### config.mk
export PLATFORM = sky130hd
export DESIGN_NAME = write_back_flat
export DESIGN_NICKNAME = d
export VERILOG_FILES = /design/src/rtl/write_back_if.sv /design/src/rtl/write_back.sv /design/src/flat_wrapper.sv
export SDC_FILE = /design/constraint.sdc
export NUM_CORES = 2
export LEC_CHECK = 0
export ABC_AREA = 1
export BUFFER_PORTS_ARGS = -buffer_cell sky130_fd_sc_hd__buf_2
export CAP_MARGIN = 40
export CORE_MARGIN = 2
export CORE_UTILIZATION = 40
export CTS_BUF_LIST = sky130_fd_sc_hd__clkbuf_16
export CTS_CLUSTER_SIZE = 30
export DETAILED_ROUTE_END_ITERATION = 12
export HOLD_SLACK_MARGIN = 0.06
export SYNTH_ARGS = -nofsm -noshare
export SYNTH_HDL_FRONTEND = slang
export SYNTH_SLANG_ARGS = --single-unit
### constraint.sdc
create_clock -name clk -period 5.55 [get_ports clk]
set_clock_uncertainty 0.15 [all_clocks]
set_input_delay 0.8325 -clock clk [delete_from_list [all_inputs] [get_ports clk]]
set_output_delay 0.8325 -clock clk [all_outputs]
set_load 0.02 [all_outputs]
### src/rtl/write_back_if.sv
// Write-back stage bundle: retiring instruction, trap request, GPR and CSR read ports.
interface write_back_if;
  logic        stop;
  logic        in_valid;
  logic        in_wb_reg;
  logic [4:0]  in_reg_d;
  logic [31:0] in_wb_data;
  logic        in_wb_csr;
  logic [11:0] in_csr_addr;
  logic [31:0] in_csr_data;
  logic        trap_req;
  logic [31:0] trap_pc;
  logic [31:0] trap_cause;
  logic [4:0]  rs1_addr;
  logic [4:0]  rs2_addr;
  logic [31:0] rs1_data;
  logic [31:0] rs2_data;
  logic [11:0] csr_addr;
  logic [31:0] csr_data;
  logic [31:0] csr_trap_vec_data;
  logic [31:0] csr_exception_pc_data;

  // Pipeline side: drives the retiring instruction and read indices.
  modport master (
    output stop, in_valid, in_wb_reg, in_reg_d, in_wb_data,
    output in_wb_csr, in_csr_addr, in_csr_data,
    output trap_req, trap_pc, trap_cause,
    output rs1_addr, rs2_addr, csr_addr,
    input  rs1_data, rs2_data, csr_data, csr_trap_vec_data, csr_exception_pc_data
  );

  // Register-file side.
  modport slave (
    input  stop, in_valid, in_wb_reg, in_reg_d, in_wb_data,
    input  in_wb_csr, in_csr_addr, in_csr_data,
    input  trap_req, trap_pc, trap_cause,
    input  rs1_addr, rs2_addr, csr_addr,
    output rs1_data, rs2_data, csr_data, csr_trap_vec_data, csr_exception_pc_data
  );
endinterface

### src/rtl/write_back.sv
// Write-back stage: 32x32 GPR file with write bypass, machine-mode CSRs, 64-bit counters
// and trap entry bookkeeping.
module write_back #(
  parameter int unsigned HART_ID     = 0,
  parameter logic [31:0] MTVEC_RESET = 32'h0
) (
  input logic         clk,
  input logic         reset,
  write_back_if.slave bus
);

  localparam logic [11:0] CsrMstatus   = 12'h300;
  localparam logic [11:0] CsrMtvec     = 12'h305;
  localparam logic [11:0] CsrMscratch  = 12'h340;
  localparam logic [11:0] CsrMepc      = 12'h341;
  localparam logic [11:0] CsrMcause    = 12'h342;
  localparam logic [11:0] CsrMcycle    = 12'hB00;
  localparam logic [11:0] CsrMcycleh   = 12'hB80;
  localparam logic [11:0] CsrMinstret  = 12'hB02;
  localparam logic [11:0] CsrMinstreth = 12'hB82;
  localparam logic [11:0] CsrMhartid   = 12'hF14;

  logic        trap_take;
  logic        gpr_we;
  logic        csr_we;
  logic        instret_inc;

  logic [31:0] gpr_q [32];

  logic        mie_q;
  logic        mpie_q;
  logic [31:0] mtvec_q;
  logic [31:0] mscratch_q;
  logic [31:0] mepc_q;
  logic [31:0] mcause_q;
  logic [63:0] mcycle_q, mcycle_d;
  logic [63:0] minstret_q, minstret_d;

  // A trap presented under stall is dropped; the upstream stage re-presents it.
  assign trap_take   = bus.trap_req & ~bus.stop;
  // A taking trap squashes the instruction's own GPR/CSR writes.
  assign gpr_we      = bus.in_valid & bus.in_wb_reg & ~bus.stop & ~trap_take &
                       (bus.in_reg_d != 5'd0);
  assign csr_we      = bus.in_valid & bus.in_wb_csr & ~bus.stop & ~trap_take;
  assign instret_inc = bus.in_valid & ~bus.stop & ~bus.trap_req;

  // GPR file update; x0 is never written so it stays at its reset value of zero.
  always_ff @(posedge clk) begin
    if (!reset) begin
      for (int i = 0; i < 32; i++) begin
        gpr_q[i] <= '0;
      end
    end else if (gpr_we) begin
      gpr_q[bus.in_reg_d] <= bus.in_wb_data;
    end
  end

  // GPR read ports with same-cycle bypass of the pending write.
  always_comb begin
    bus.rs1_data = gpr_q[bus.rs1_addr];
    bus.rs2_data = gpr_q[bus.rs2_addr];
    if (gpr_we && (bus.in_reg_d == bus.rs1_addr)) bus.rs1_data = bus.in_wb_data;
    if (gpr_we && (bus.in_reg_d == bus.rs2_addr)) bus.rs2_data = bus.in_wb_data;
    if (bus.rs1_addr == 5'd0) bus.rs1_data = '0;
    if (bus.rs2_addr == 5'd0) bus.rs2_data = '0;
  end

  // Counter next state: a write to one half replaces the increment for the whole counter
  // that cycle, so the untouched half holds its old value and no carry propagates.
  always_comb begin
    mcycle_d = mcycle_q + 64'd1;
    if (csr_we && (bus.in_csr_addr == CsrMcycle)) begin
      mcycle_d = {mcycle_q[63:32], bus.in_csr_data};
    end else if (csr_we && (bus.in_csr_addr == CsrMcycleh)) begin
      mcycle_d = {bus.in_csr_data, mcycle_q[31:0]};
    end

    minstret_d = instret_inc ? (minstret_q + 64'd1) : minstret_q;
    if (csr_we && (bus.in_csr_addr == CsrMinstret)) begin
      minstret_d = {minstret_q[63:32], bus.in_csr_data};
    end else if (csr_we && (bus.in_csr_addr == CsrMinstreth)) begin
      minstret_d = {bus.in_csr_data, minstret_q[31:0]};
    end
  end

  // CSR state: reset first, then trap entry, then software CSR writes.
  always_ff @(posedge clk) begin
    if (!reset) begin
      mie_q      <= 1'b0;
      mpie_q     <= 1'b0;
      mtvec_q    <= MTVEC_RESET;
      mscratch_q <= '0;
      mepc_q     <= '0;
      mcause_q   <= '0;
      mcycle_q   <= '0;
      minstret_q <= '0;
    end else begin
      mcycle_q   <= mcycle_d;
      minstret_q <= minstret_d;
      if (trap_take) begin
        mepc_q   <= bus.trap_pc;
        mcause_q <= bus.trap_cause;
        mpie_q   <= mie_q;
        mie_q    <= 1'b0;
      end else if (csr_we) begin
        case (bus.in_csr_addr)
          CsrMstatus: begin
            mie_q  <= bus.in_csr_data[3];
            mpie_q <= bus.in_csr_data[7];
          end
          CsrMtvec:    mtvec_q    <= {bus.in_csr_data[31:2], 2'b00};
          CsrMscratch: mscratch_q <= bus.in_csr_data;
          CsrMepc:     mepc_q     <= {bus.in_csr_data[31:2], 2'b00};
          CsrMcause:   mcause_q   <= bus.in_csr_data;
          default: ;
        endcase
      end
    end
  end

  // CSR read mux; unimplemented addresses read zero.
  always_comb begin
    bus.csr_data = '0;
    case (bus.csr_addr)
      CsrMstatus:   bus.csr_data = {24'd0, mpie_q, 3'd0, mie_q, 3'd0};
      CsrMtvec:     bus.csr_data = mtvec_q;
      CsrMscratch:  bus.csr_data = mscratch_q;
      CsrMepc:      bus.csr_data = mepc_q;
      CsrMcause:    bus.csr_data = mcause_q;
      CsrMcycle:    bus.csr_data = mcycle_q[31:0];
      CsrMcycleh:   bus.csr_data = mcycle_q[63:32];
      CsrMinstret:  bus.csr_data = minstret_q[31:0];
      CsrMinstreth: bus.csr_data = minstret_q[63:32];
      CsrMhartid:   bus.csr_data = HART_ID;
      default:      bus.csr_data = '0;
    endcase
  end

  assign bus.csr_trap_vec_data     = mtvec_q;
  assign bus.csr_exception_pc_data = mepc_q;

endmodule

### src/flat_wrapper.sv
// flat-port wrapper written by rule: the top's interface ports become plain ports
module write_back_flat 
#(
  parameter int unsigned HART_ID     = 0,
  parameter logic [31:0] MTVEC_RESET = 32'h0
)
  (clk, reset, bus_stop, bus_in_valid, bus_in_wb_reg, bus_in_reg_d, bus_in_wb_data, bus_in_wb_csr, bus_in_csr_addr, bus_in_csr_data, bus_trap_req, bus_trap_pc, bus_trap_cause, bus_rs1_addr, bus_rs2_addr, bus_csr_addr, bus_rs1_data, bus_rs2_data, bus_csr_data, bus_csr_trap_vec_data, bus_csr_exception_pc_data);
  write_back_if bus_i ();
  input logic clk;
  input logic reset;
  input wire logic [$bits(bus_i.stop)-1:0] bus_stop;
  input wire logic [$bits(bus_i.in_valid)-1:0] bus_in_valid;
  input wire logic [$bits(bus_i.in_wb_reg)-1:0] bus_in_wb_reg;
  input wire logic [$bits(bus_i.in_reg_d)-1:0] bus_in_reg_d;
  input wire logic [$bits(bus_i.in_wb_data)-1:0] bus_in_wb_data;
  input wire logic [$bits(bus_i.in_wb_csr)-1:0] bus_in_wb_csr;
  input wire logic [$bits(bus_i.in_csr_addr)-1:0] bus_in_csr_addr;
  input wire logic [$bits(bus_i.in_csr_data)-1:0] bus_in_csr_data;
  input wire logic [$bits(bus_i.trap_req)-1:0] bus_trap_req;
  input wire logic [$bits(bus_i.trap_pc)-1:0] bus_trap_pc;
  input wire logic [$bits(bus_i.trap_cause)-1:0] bus_trap_cause;
  input wire logic [$bits(bus_i.rs1_addr)-1:0] bus_rs1_addr;
  input wire logic [$bits(bus_i.rs2_addr)-1:0] bus_rs2_addr;
  input wire logic [$bits(bus_i.csr_addr)-1:0] bus_csr_addr;
  output wire logic [$bits(bus_i.rs1_data)-1:0] bus_rs1_data;
  output wire logic [$bits(bus_i.rs2_data)-1:0] bus_rs2_data;
  output wire logic [$bits(bus_i.csr_data)-1:0] bus_csr_data;
  output wire logic [$bits(bus_i.csr_trap_vec_data)-1:0] bus_csr_trap_vec_data;
  output wire logic [$bits(bus_i.csr_exception_pc_data)-1:0] bus_csr_exception_pc_data;
  assign bus_i.stop = bus_stop;
  assign bus_i.in_valid = bus_in_valid;
  assign bus_i.in_wb_reg = bus_in_wb_reg;
  assign bus_i.in_reg_d = bus_in_reg_d;
  assign bus_i.in_wb_data = bus_in_wb_data;
  assign bus_i.in_wb_csr = bus_in_wb_csr;
  assign bus_i.in_csr_addr = bus_in_csr_addr;
  assign bus_i.in_csr_data = bus_in_csr_data;
  assign bus_i.trap_req = bus_trap_req;
  assign bus_i.trap_pc = bus_trap_pc;
  assign bus_i.trap_cause = bus_trap_cause;
  assign bus_i.rs1_addr = bus_rs1_addr;
  assign bus_i.rs2_addr = bus_rs2_addr;
  assign bus_i.csr_addr = bus_csr_addr;
  assign bus_rs1_data = bus_i.rs1_data;
  assign bus_rs2_data = bus_i.rs2_data;
  assign bus_csr_data = bus_i.csr_data;
  assign bus_csr_trap_vec_data = bus_i.csr_trap_vec_data;
  assign bus_csr_exception_pc_data = bus_i.csr_exception_pc_data;
  write_back #(.HART_ID(HART_ID), .MTVEC_RESET(MTVEC_RESET)) u_core (.clk(clk), .reset(reset), .bus(bus_i));
endmodule
==> results_dict.tcl <==
set metrics [dict create \
    status "finished clean" \
    via_count 71600 \
    dieArea_um2 184000 \
    tightest_slew_ns 1.03 \
    crit_top_cell "nand2_1" \
    netlist_instances 9325 \
    ys_ff_latch 1280 \
    dr.pass1.iters 8 \
    yosysWarningCount 0 \
    p_leak_uw 0.0315 \
    cts_tree "yes" \
    post-route-period-util_pct 88.3 \
    grt_setup_unrepaired "false" \
    critical_path_cell_count 11 \
    drt_iter0_drc 10600 \
    synth_area_per_cell_um2 7.76 \
    clock_latency_ns 0.83 \
    totalWireLength_um 318000 \
    synth.distinct_cells 38 \
    synth_commonest_cells "1,616 x nand2_1, 1,461 x nor2_1, 1,031 x nand3_1" \
    slowest_delay_ns 0.70 \
    area_growth_pct 12.1 \
    cp.required_ns 4.57 \
    hpwl_um 207000 \
    viasPerCell 6.07 \
    postCtsSetupBuffers 0 \
    grt_first_pass_wirelength_um 455000 \
    rows 156 \
    setup_tns_ns 0 \
    maxSlewViolCount 0 \
    yosysMostFrequentCell "nand2_1" \
    grtUsageTotal_pct 33.3 \
    clock-root-buffer "clkbuf_16" \
    synthFlopType "edfxtp_1" \
    worst_setup_hold_path_clk_slew_ns 0.06 \
    routedWlPerCell_um 27.0 \
    fmax_mhz 204 \
    min_period_ns 4.90 \
    cts_buffers 149 \
    synth_top_area_share_pct 42.5 \
    min_path_type "in -> reg" \
    htree_levels 4 \
    slowest_stage "buf_4" \
    yosysSeqAreaShare_pct 49.6 \
    arrival_ns 3.92 \
    chipHeight_um 429 \
    final_layout_size_suffix_gt1_share_pct 9.04 \
    yosysTopAreaCell "edfxtp_1" \
    start_kind "input port" \
    clockBufferDepth 3 \
    nNetsFinal 9468 \
    gp_congestion 1.00 \
    maxCapViolCount 0 \
    finalHoldViolCount 0 \
    final_util_pct 45.0 \
    hold_path_depth 3 \
    critPathCaptureType "output port" \
    die_w_um 429 \
    r2r_cells 12 \
    worstSetupPathType "in -> out" \
    synthTopCellsByArea "edfxtp_1 43%, nand2_1 8.4%, nor2_1 7.6%" \
    maxSlewHeadroom_pct 30.4 \
    crit_family "buffers and inverters" \
    ios 334 \
    start_util_pct 40.2 \
    async_flop_share_pct 0 \
    pwr_density_cell_nw_per_um2 289 \
    antenna_found_initial 14 \
    ant_nets 0 \
    core_um2 180000 \
    grt_max_degree 138 \
    cts_sinks 1280 \
    grt_pass1_vias 66000 \
    cts_resized 0 \
    setup_viol 0 \
    critical_path_buf_inv_count 5 \
    synth_edf_count 1024 \
    route.detailed.drc 0 \
    crit_fanout 36 \
    numPortBuffers 331 \
    worstPathCellList "buf_6, inv_6, buf_4, nand2_1, o21ai_0, nand2_1, nand2_1, nand3_1, nand2_1, inv_1, buf_2" \
    overflow 0 \
    syn_area_um2 72300 \
    cts_hold_buf 0 \
    peakVddDrop_v 0.000299 \
]
==> routing by layer <==
layer  vias to the layer above  share of wire [%]  track usage, %
met5                         -              0.016               0
met2                      4883                 44            50.4
met4                        10                5.7            17.3
met3                       865                 13            8.74
li1                      31600                  -               -
met1                     34200                 38            43.7
==> cell usage in the layout, fill, tap and decap left out, types with 3 or more instances in the layout <==
cell and count:
a211oi_1 11, a21oi_1 750, a22oi_1 47, a31oi_1 53, and2_1 3, buf_12 40
buf_16 6, buf_2 324, buf_4 179, buf_8 7, bufinv_16 4, clkbuf_16 155
clkinv_1 47, clkinv_2 25, clkinvlp_4 6, conb_1 34, dfxtp_1 256, diode_2 8
edfxtp_1 1024, inv_1 842, inv_2 14, inv_6 8, nand2_1 1584, nand2_2 32
nand3_1 1031, nand4_1 36, nor2_1 1456, nor2_2 4, nor3_1 37, nor3_4 4
o211ai_1 488, o21ai_0 743, o22ai_1 57, or2_2 28, xnor2_1 6, xor2_1 42
==> final cells by class <==
class | instances | area (um2)
inverter | 838 | 3160
timing repair buffer | 558 | 4060
sequential | 1280 | 35900
clock inverter | 113 | 672
clock buffer | 155 | 3880
tap | 2370 | 2970
fill | 17800 | 99100
multi-input combinational | 6465 | 30500
antenna | 8 | 20.0
==> worst min-delay path: stages <==
cell     delay (ns)
buf_2          0.11
nand2_1        0.06
a21oi_1        0.05
==> worst paths after layout <==
check,startpoint,endpoint,slack [ns]
setup reg to reg,u_core.mcycle_q[1]$_SDFFE_PN0P_,u_core.mcycle_q[52]$_SDFFE_PN0N_,2.66
hold reg to reg,u_core.mcause_q[30]$_SDFFE_PN0P_,u_core.mcause_q[30]$_SDFFE_PN0P_,0.32
setup / recovery,bus_rs2_addr[2],bus_rs2_data[1],0.65
hold / removal,bus_in_csr_data[6],u_core.minstret_q[6]$_SDFFE_PN0P_,0.13
==> sequential cells by signal (all words and copies together), names as in the netlist <==
signal                            count
u_core.bus.csr_exception_pc_data     32
u_core.mie_q                          1
u_core.minstret_q                    64
u_core.mpie_q                         1
u_core.mcause_q                      32
u_core.mcycle_q                      64
u_core.bus.csr_trap_vec_data         30
u_core.mscratch_q                    32
u_core.gpr_q                       1024
==> metrics by stage <==
| step | power [uW] | setup WS (ns) | std cells | area [um2] | hold WS (ns) |
|---|---|---|---|---|---|
| floorplan | 12800 | 2.03 | 9358 | 72500 | 0.295 |
| global placement | 14000 | 0.901 | 11500 | 76300 | 0.303 |
| detailed placement | 14000 | 0.945 | 11500 | 76500 | 0.307 |
| CTS | 23400 | 0.941 | 11800 | 81100 | 0.0926 |
| global route | 24000 | 0.666 | 11800 | 81100 | 0.126 |
| finish | 23400 | 0.652 | 11800 | 81100 | 0.125 |
==> report_power, final <==
group | switching, uW | internal, uW
Clock | 4250 | 5230
Sequential | 188 | 10800
Combinational | 2230 | 757
==> cells by family (layout without fill, tap and decap cells) <==
group                      after synthesis  in the layout  share of synthesized area, %
buffers and inverters                 1613           1664                          8.63
other                                    1             42                       0.00518
adders and majority gates                2              2                        0.0346
xor gates and xnor gates                48             48                         0.581
and+or+nand+nor                       4227           4227                          24.2
DFF                                   1280           1280                          49.6
AOI/OAI and AO/OA                     2154           2154                          17.0
Note: power is estimated with default switching activity, not from simulation.
